**config.mk**
```make
export PLATFORM = sky130hd
export DESIGN_NAME = mem_responder
export DESIGN_NICKNAME = d
export VERILOG_FILES = /design/src/rtl/mem_responder.sv
export SDC_FILE = /design/constraint.sdc
export NUM_CORES = 1
export LEC_CHECK = 0
export BUFFER_PORTS_ARGS = -buffer_cell sky130_fd_sc_hd__buf_4
export CORE_UTILIZATION = 30
export DETAILED_ROUTE_END_ITERATION = 8
export HOLD_SLACK_MARGIN = 0.1
export PLACE_DENSITY = 0.55
export SLEW_MARGIN = 5
export SYNTH_ARGS = -nofsm -noshare
export SYNTH_HDL_FRONTEND = slang
export SYNTH_SLANG_ARGS = --single-unit
```
**constraint.sdc**
```tcl
create_clock -name clk -period 2.71 [get_ports clk]
set_clock_uncertainty 0.2 [all_clocks]
set_input_delay 0.271 -clock clk [delete_from_list [all_inputs] [get_ports clk]]
set_output_delay 0.271 -clock clk [all_outputs]
set_load 0.005 [all_outputs]
```
**src/rtl/mem_responder.sv**
```systemverilog
// Memory-side responder: turns each 3-cycle enable burst into one BRAM / I/O / unmapped access.
// Optional sticky protocol checker on err_o, built only when MEM_PROTOCOL_CHECK_EN is defined.
module mem_responder #(
  parameter int          BRAM_AW = 10,
  parameter logic [15:0] IO_ADDR = 16'hFFFF
) (
  input  logic               clk,
  input  logic               reset,
  input  logic               mem_mem_ena,
  input  logic               mem_wr_ena,
  input  logic [15:0]        mem_addr,
  input  logic [15:0]        mem_wdata,
  output logic [15:0]        mem_rdata,
  output logic               mem_ready,
  input  logic [15:0]        sw_i,
  output logic [15:0]        hex_o,
  output logic               bram_en,
  output logic               bram_we,
  output logic [BRAM_AW-1:0] bram_addr,
  output logic [15:0]        bram_din,
  input  logic [15:0]        bram_dout,
  output logic               err_o
);

  localparam logic [1:0] IDLE = 2'd0;
  localparam logic [1:0] T2   = 2'd1;
  localparam logic [1:0] T3   = 2'd2;

  localparam logic [1:0] SRC_NONE = 2'd0;
  localparam logic [1:0] SRC_BRAM = 2'd1;
  localparam logic [1:0] SRC_IO   = 2'd2;

  localparam logic [16:0] BRAM_WORDS = 17'd1 << BRAM_AW;

  logic [1:0]  state;
  logic        t1;
  logic        is_io;
  logic        in_range;
  logic        wr_p1;
  logic [1:0]  src_p1;
  logic [15:0] sw_sync_p0;
  logic [15:0] sw_sync_p1;
  logic [15:0] sw_p1;
  logic [15:0] sw_p2;

  assign is_io    = (mem_addr == IO_ADDR);
  assign in_range = ({1'b0, mem_addr} < BRAM_WORDS) && !is_io;
  assign t1       = (state == IDLE) && mem_mem_ena;

  assign bram_en   = !reset && mem_mem_ena && in_range;
  assign bram_we   = !reset && t1 && mem_wr_ena && in_range;
  assign bram_addr = mem_addr[BRAM_AW-1:0];
  assign bram_din  = mem_wdata;
  assign mem_ready = !reset && (state == T3);

  always_ff @(posedge clk) begin
    if (reset) begin
      state <= IDLE;
    end else begin
      case (state)
        IDLE:    state <= mem_mem_ena ? T2 : IDLE;
        T2:      state <= mem_mem_ena ? T3 : IDLE;
        default: state <= IDLE;
      endcase
    end
  end

  // T1 boundary: latch operation type, read source, I/O write and switch snapshot
  always_ff @(posedge clk) begin
    if (reset) begin
      wr_p1  <= 1'b0;
      src_p1 <= SRC_NONE;
      hex_o  <= 16'h0000;
      sw_p1  <= 16'h0000;
    end else if (t1) begin
      wr_p1  <= mem_wr_ena;
      src_p1 <= in_range ? SRC_BRAM : (is_io ? SRC_IO : SRC_NONE);
      sw_p1  <= sw_sync_p1;
      if (mem_wr_ena && is_io) hex_o <= mem_wdata;
    end
  end

  // Switch synchronizer runs freely; T2 boundary stages the snapshot to line up with BRAM latency
  always_ff @(posedge clk) begin
    if (reset) begin
      sw_sync_p0 <= 16'h0000;
      sw_sync_p1 <= 16'h0000;
      sw_p2      <= 16'h0000;
    end else begin
      sw_sync_p0 <= sw_i;
      sw_sync_p1 <= sw_sync_p0;
      if (state == T2) sw_p2 <= sw_p1;
    end
  end

  always_comb begin
    mem_rdata = 16'h0000;
    if (mem_ready && !wr_p1) begin
      case (src_p1)
        SRC_BRAM: mem_rdata = bram_dout;
        SRC_IO:   mem_rdata = sw_p2;
        default:  mem_rdata = 16'h0000;
      endcase
    end
  end

`ifdef MEM_PROTOCOL_CHECK_EN
  logic [15:0] addr_p1;
  logic        err;

  always_ff @(posedge clk) begin
    if (reset) begin
      addr_p1 <= 16'h0000;
      err     <= 1'b0;
    end else begin
      if (t1) addr_p1 <= mem_addr;
      if ((state == T2) && !mem_mem_ena) err <= 1'b1;
      if (((state == T2) || (state == T3)) &&
          ((mem_addr != addr_p1) || (mem_wr_ena != wr_p1))) err <= 1'b1;
    end
  end

  assign err_o = err;
`else
  assign err_o = 1'b0;
`endif

endmodule

```
After elaboration in Yosys (flattened, before gate mapping)
Cells that the tools add are included.
Widths: inputs -> output; s select.
{"block": "word_totals", "register_bits": 85, "elab_cells": 36}
{"block": "op_classes", "magnitude_cmp": 1, "n_eq_ne": 5, "muxes": 7, "reduce_logical": 15}
{"operator": "$pmux 16 s2", "count": 1}
{"operator": "$eq 16x16->1 const B", "count": 1}
{"operator": "$lt 16x11->1 const B", "count": 1}
{"operator": "$mux 16", "count": 1}
{"operator": "$logic_and 1x1->1", "count": 10}
{"operator": "$mux 2", "count": 3}
{"operator": "$eq 2x1->1 const B", "count": 2}
{"operator": "$eq 2x2->1 const B", "count": 2}
{"operator": "$pmux 2 s2", "count": 1}
{"operator": "$logic_not 1->1", "count": 3}
{"operator": "$logic_not 2->1", "count": 1}
{"operator": "$reduce_and 2->1", "count": 1}
{"operator": "$mux 1", "count": 1}

Logic depth before layout (Yosys ltp)
{"block": "depth", "ltp_word": 5, "ltp_mapped": 6}

Worst setup path before layout
OpenSTA, ideal clock, no wires.
{"block": "synth_timing", "path_kind": "flip-flop to output port", "startpoint": "register state[1]", "endpoint": "output mem_rdata[10]", "arrival_time_ps": 1235, "path_slack_ps": 1004, "path_stages_with_launch": 5, "n_path_buf": 1, "cell_sequence": "dfxtp_1 -> nor3b_1 -> nand2_1 -> clkbuf_1 -> nor2_1"}
{"block": "synth_between", "elab_chain_cells": 4}
{"element": "start: declaration", "line_no": "35", "source": "logic [1:0] state;"}
{"element": "start signal: assignment", "line_no": "61", "source": "IDLE: state <= mem_mem_ena ? T2 : IDLE;"}
{"element": "start signal: assignment", "line_no": "62", "source": "T2: state <= mem_mem_ena ? T3 : IDLE;"}
{"element": "$eq 2x2->1", "line_no": "54", "source": "assign mem_ready = !reset && (state == T3);"}
{"element": "$logic_and 1x1->1", "line_no": "54"}
{"element": "via mem_ready", "line_no": "14", "source": "output logic mem_ready,"}
{"element": "$logic_and 1x1->1", "line_no": "98", "source": "if (mem_ready && !wr_p1) begin"}
{"element": "$mux 16", "line_no": "98"}
{"element": "end: declaration", "line_no": "13", "source": "output logic [15:0] mem_rdata,"}
The timed path passes the listed nets, and every way through them passes these cells.

Final worst setup path
{"block": "layout_timing", "startpoint": "input reset", "endpoint": "output mem_rdata[11]"}
{"block": "layout_between", "elab_chain_cells": 4}
{"element": "start: declaration", "line_no": "8", "source": "input logic reset,"}
{"element": "$logic_not 1->1", "line_no": "54"}
{"element": "$logic_and 1x1->1", "line_no": "54"}
{"element": "$logic_and 1x1->1", "line_no": "98"}
{"element": "$mux 16", "line_no": "98"}
No other way between the ends.

==> impl_metrics.toml <==
[timing]
timing.final.setup_violations = 0
fin_tns_setup_ns = 0
final_period_minus_worst_setup_slack_ns = 2.446
layout_worst_path_cycle_share_pct = 90.27
slew_viol_final = 0
worst_pin_slew_ns = 0.6333
unrepaired_setup_endpoints_after_global_routing = "false"
slew_headroom_pct = 57.68
timing.fmax_ghz = 0.4088
final-hold-violation-count = 0

[final_layout]
final_cell_area_sq_mm = 0.004841
diodes = 0
area.growth.synth_to_final_pct = 43.51
post_route_cells_drive_above_1_share_pct = 29.21
finish.cell_count_without_fillers = 657
nNetsFinal = 582

[die]
chipWidth_microns = 108.0
die_y_microns = 108.0
core-area_sq_mm = 0.01089
fp.dieArea_sq_mm = 0.01167
floorplan.io_pins = 130
placementRows = 38
initial_utilization_pct = 30.98

[detailed_routing]
route.antenna.remaining_nets = 0
routed-via-count = 2766
drt-initial-drc-count = 126
viasPerCell = 4.210
drt-total-wl_microns = 7448
routedWlPerCell_microns = 11.34
detail_route.drc_violations = 0
first_pass_iters = 4

[yosys]
post_synth_most_frequent_cells = "sky130_fd_sc_hd__dfxtp_1 (85), sky130_fd_sc_hd__nand2_1 (71), sky130_fd_sc_hd__a21oi_1 (35)"
synthAdderAreaFrac_pct = 0.7418
post_synth_mux_area_share_pct = 4.748
ys_types = 24
syn_avg_cell_area_sq_um = 8.854
synthSimpleGateAreaFrac_pct = 25.41
yosysWarnings = 0
ys_dominant_reg_cell = "sky130_fd_sc_hd__dfxtp_1"
combinational_family_with_the_most_area_after_synthesis = "simple AND/OR/NAND/NOR gates"
synth_most_common_cell = "sky130_fd_sc_hd__dfxtp_1"
synth_seq_area_share_pct = 50.45
synth_area_leaders = "sky130_fd_sc_hd__dfxtp_1 (50%), sky130_fd_sc_hd__nand2_1 (7.9%), sky130_fd_sc_hd__nand2b_1 (6.3%), sky130_fd_sc_hd__nor2b_1 (6.1%), sky130_fd_sc_hd__buf_4 (6.0%)"
area_of_the_mapped_netlist_sq_mm = 0.003373
synth-compound-area-share_pct = 8.754
number_of_flops_mapped_to_enable_cells_by_yosys = 0
synth_xor_area_share_pct = 0
yosysTopAreaCellShare_pct = 50.45
post-synth-top-area-cell = "sky130_fd_sc_hd__dfxtp_1"
synthArstFlopShare_pct = 0
synthesis.nets = 451
postSynthCellCount = 381
ys_seq_elements = 85

[pwr]
vdd_ir_drop_max_mv = 0.3110
p_leak_nw = 1.921
power_density_mw_per_mm2 = 522.5

[worst_setup_path]
path_buf_inv = 3
cp_max_fo = 32
worstSetupStartpointType = "primary input"
crit_required_ns = 2.24
crit_path_end_kind = "output port"
cp_data_arrival_time_ns = 1.98
criticalPathCategory = "primary input to output port"
worst_path_max_delay_cell = "sky130_fd_sc_hd__dlygate4sd3_1"
cpMostUsedCell = "sky130_fd_sc_hd__buf_4"
critPathTopFamily = "buffers and inverters"
cells_along_the_critical_path = "dlygate4sd3_1 -> buf_4 -> nor3b_1 -> nand2_2 -> nor2_1 -> buf_4"
critical-path-max-stage-delay_ns = 0.55

[global_routing]
first_global_vias = 2607
global_route.usage.total_pct = 13.26
groute.layer.met1.usage_pct = 16.40
number_of_antenna_violations_at_the_first_check_in_global_routing = 0
overflow = 0
gr-max-usage-layer = "met2"
grtUsageMet2_pct = 21.61
grt_pass1_wl_microns = 12210
met3_usage_pct = 2.954
grt_max_degree = 73

[clock_network]
clockRootBuffer = "sky130_fd_sc_hd__clkbuf_8"
cts_buffers = 9
clock_sinks = 85
cts_buffer_depth = 2
cts_setup_buffers = 0
cts_tree = "yes"
cts.htree.levels = 3
clock_insertion_delay_worst_skew_ns = 0.35
worst_setup_hold_path_clk_slew_ns = 0.08

[placement]
placedInstanceArea_sq_mm = 0.004217
place.detailed.hpwl_microns = 5110
placedCellCount = 601
gp_routability_congestion = 0.6494
io_buffers = 128

[run]
cap_violations = 0

[hold_path]
worstHoldPathType = "primary input to flip-flop"

[outcome]
run_status = "complete, no violations"
path summary, 6_finish.rpt:
kind / cells after the start / from / slack (ns) / to
setup / recovery: 6 / reset / 0.26 / mem_rdata[11]
hold / removal: 5 / mem_addr[2] / 0.12 / src_p1[1]
setup reg to reg: 5 / state[0] / 0.66 / wr_p1
hold reg to reg: 2 / sw_sync_p1[8] / 0.24 / sw_p1[8]
logic make-up after synthesis:
family / after synthesis
and+or+nand+nor: 172
DFF: 85
buffers and inverters: 54
AOI/OAI and AO/OA: 51
muxes: 16
adders and majority gates: 2
other: 1
where the power goes:
part | total [mW] | switching, mW | leakage [nW] | internal, mW
registers | 1.29 | 0.0112 | 0.693 | 1.28
logic | 0.252 | 0.0962 | 1.12 | 0.156
clock network | 0.987 | 0.459 | 0.107 | 0.528
metrics by stage:
stage / total power, mW / util (%) / setup WS [ns] / hold WS, ns
floorplan: 1.428 / - / 1.004 / 0.1992
global placement: 1.526 / 38.73 / 0.8030 / 0.2250
detailed placement: 1.529 / 38.73 / 0.7095 / 0.2265
CTS: 2.563 / 44.44 / 0.1515 / 0.1013
global route: 2.651 / 44.46 / 0.05431 / 0.1500
finish: 2.529 / 44.46 / 0.2636 / 0.1174
cell usage in the layout (no fill, tap or decap):
cell type and count:
sky130_fd_sc_hd__buf_4 132, sky130_fd_sc_hd__nand2_1 70, sky130_fd_sc_hd__clkinvlp_4 1, sky130_fd_sc_hd__dlygate4sd3_1 40
sky130_fd_sc_hd__inv_6 2, sky130_fd_sc_hd__ha_1 2, sky130_fd_sc_hd__clkbuf_8 9, sky130_fd_sc_hd__nor2b_1 33
sky130_fd_sc_hd__nor4_1 2, sky130_fd_sc_hd__clkinv_4 1, sky130_fd_sc_hd__a21oi_1 35, sky130_fd_sc_hd__nor3b_1 1
sky130_fd_sc_hd__bufinv_16 2, sky130_fd_sc_hd__dfxtp_1 85, sky130_fd_sc_hd__inv_1 2, sky130_fd_sc_hd__mux2i_1 16
sky130_fd_sc_hd__nor3b_4 1, sky130_fd_sc_hd__conb_1 1, sky130_fd_sc_hd__nand3_1 1, sky130_fd_sc_hd__nand2_2 2
sky130_fd_sc_hd__nor2b_2 1, sky130_fd_sc_hd__nand2b_1 34, sky130_fd_sc_hd__nor2_1 22, sky130_fd_sc_hd__nand4_1 4
sky130_fd_sc_hd__nor3_1 1, sky130_fd_sc_hd__clkbuf_1 1, sky130_fd_sc_hd__a22oi_1 16
flip-flops by register name, indices dropped and copies added (netlist names):
| name | cells |
|---|---|
| hex_o | 16 |
| src_p1 | 2 |
| state | 2 |
| sw_p1 | 16 |
| sw_p2 | 16 |
| sw_sync_p0 | 16 |
| sw_sync_p1 | 16 |
| wr_p1 | 1 |
metal layers:
metal	share of wire, %	vias up
met5	0	-
met4	1.6	0
met3	3.8	13
met2	48	64
met1	46	1223
li1	-	1466
worst register-to-register path, stage by stage, from the launching register on:
cell,delay (ns)
sky130_fd_sc_hd__dfxtp_1,0.44
sky130_fd_sc_hd__nor2_1,0.07
sky130_fd_sc_hd__nand2_1,0.48
sky130_fd_sc_hd__nand2_1,0.11
sky130_fd_sc_hd__a21oi_1,0.15
sky130_fd_sc_hd__dlygate4sd3_1,0.55
repair_timing:
item,in CTS,in global routing
setup endpoints to repair,0,16
endpoints found under the hold margin,55,0
resized for setup,0,1
hold buffers,40,0
layout make-up:
| type | instances | area [sq um] |
|---|---|---|
| fillers | 1070 | 6047 |
| flip-flops and latches | 85 | 1702 |
| repair buffers | 172 | 1391 |
| multi-input cells | 242 | 1344 |
| well taps | 140 | 175.2 |
| clock buffers | 10 | 127.6 |
| clock inverters | 6 | 93.84 |
| inverters | 2 | 7.507 |
No activity file was read; power rests on OpenSTA's default activity.
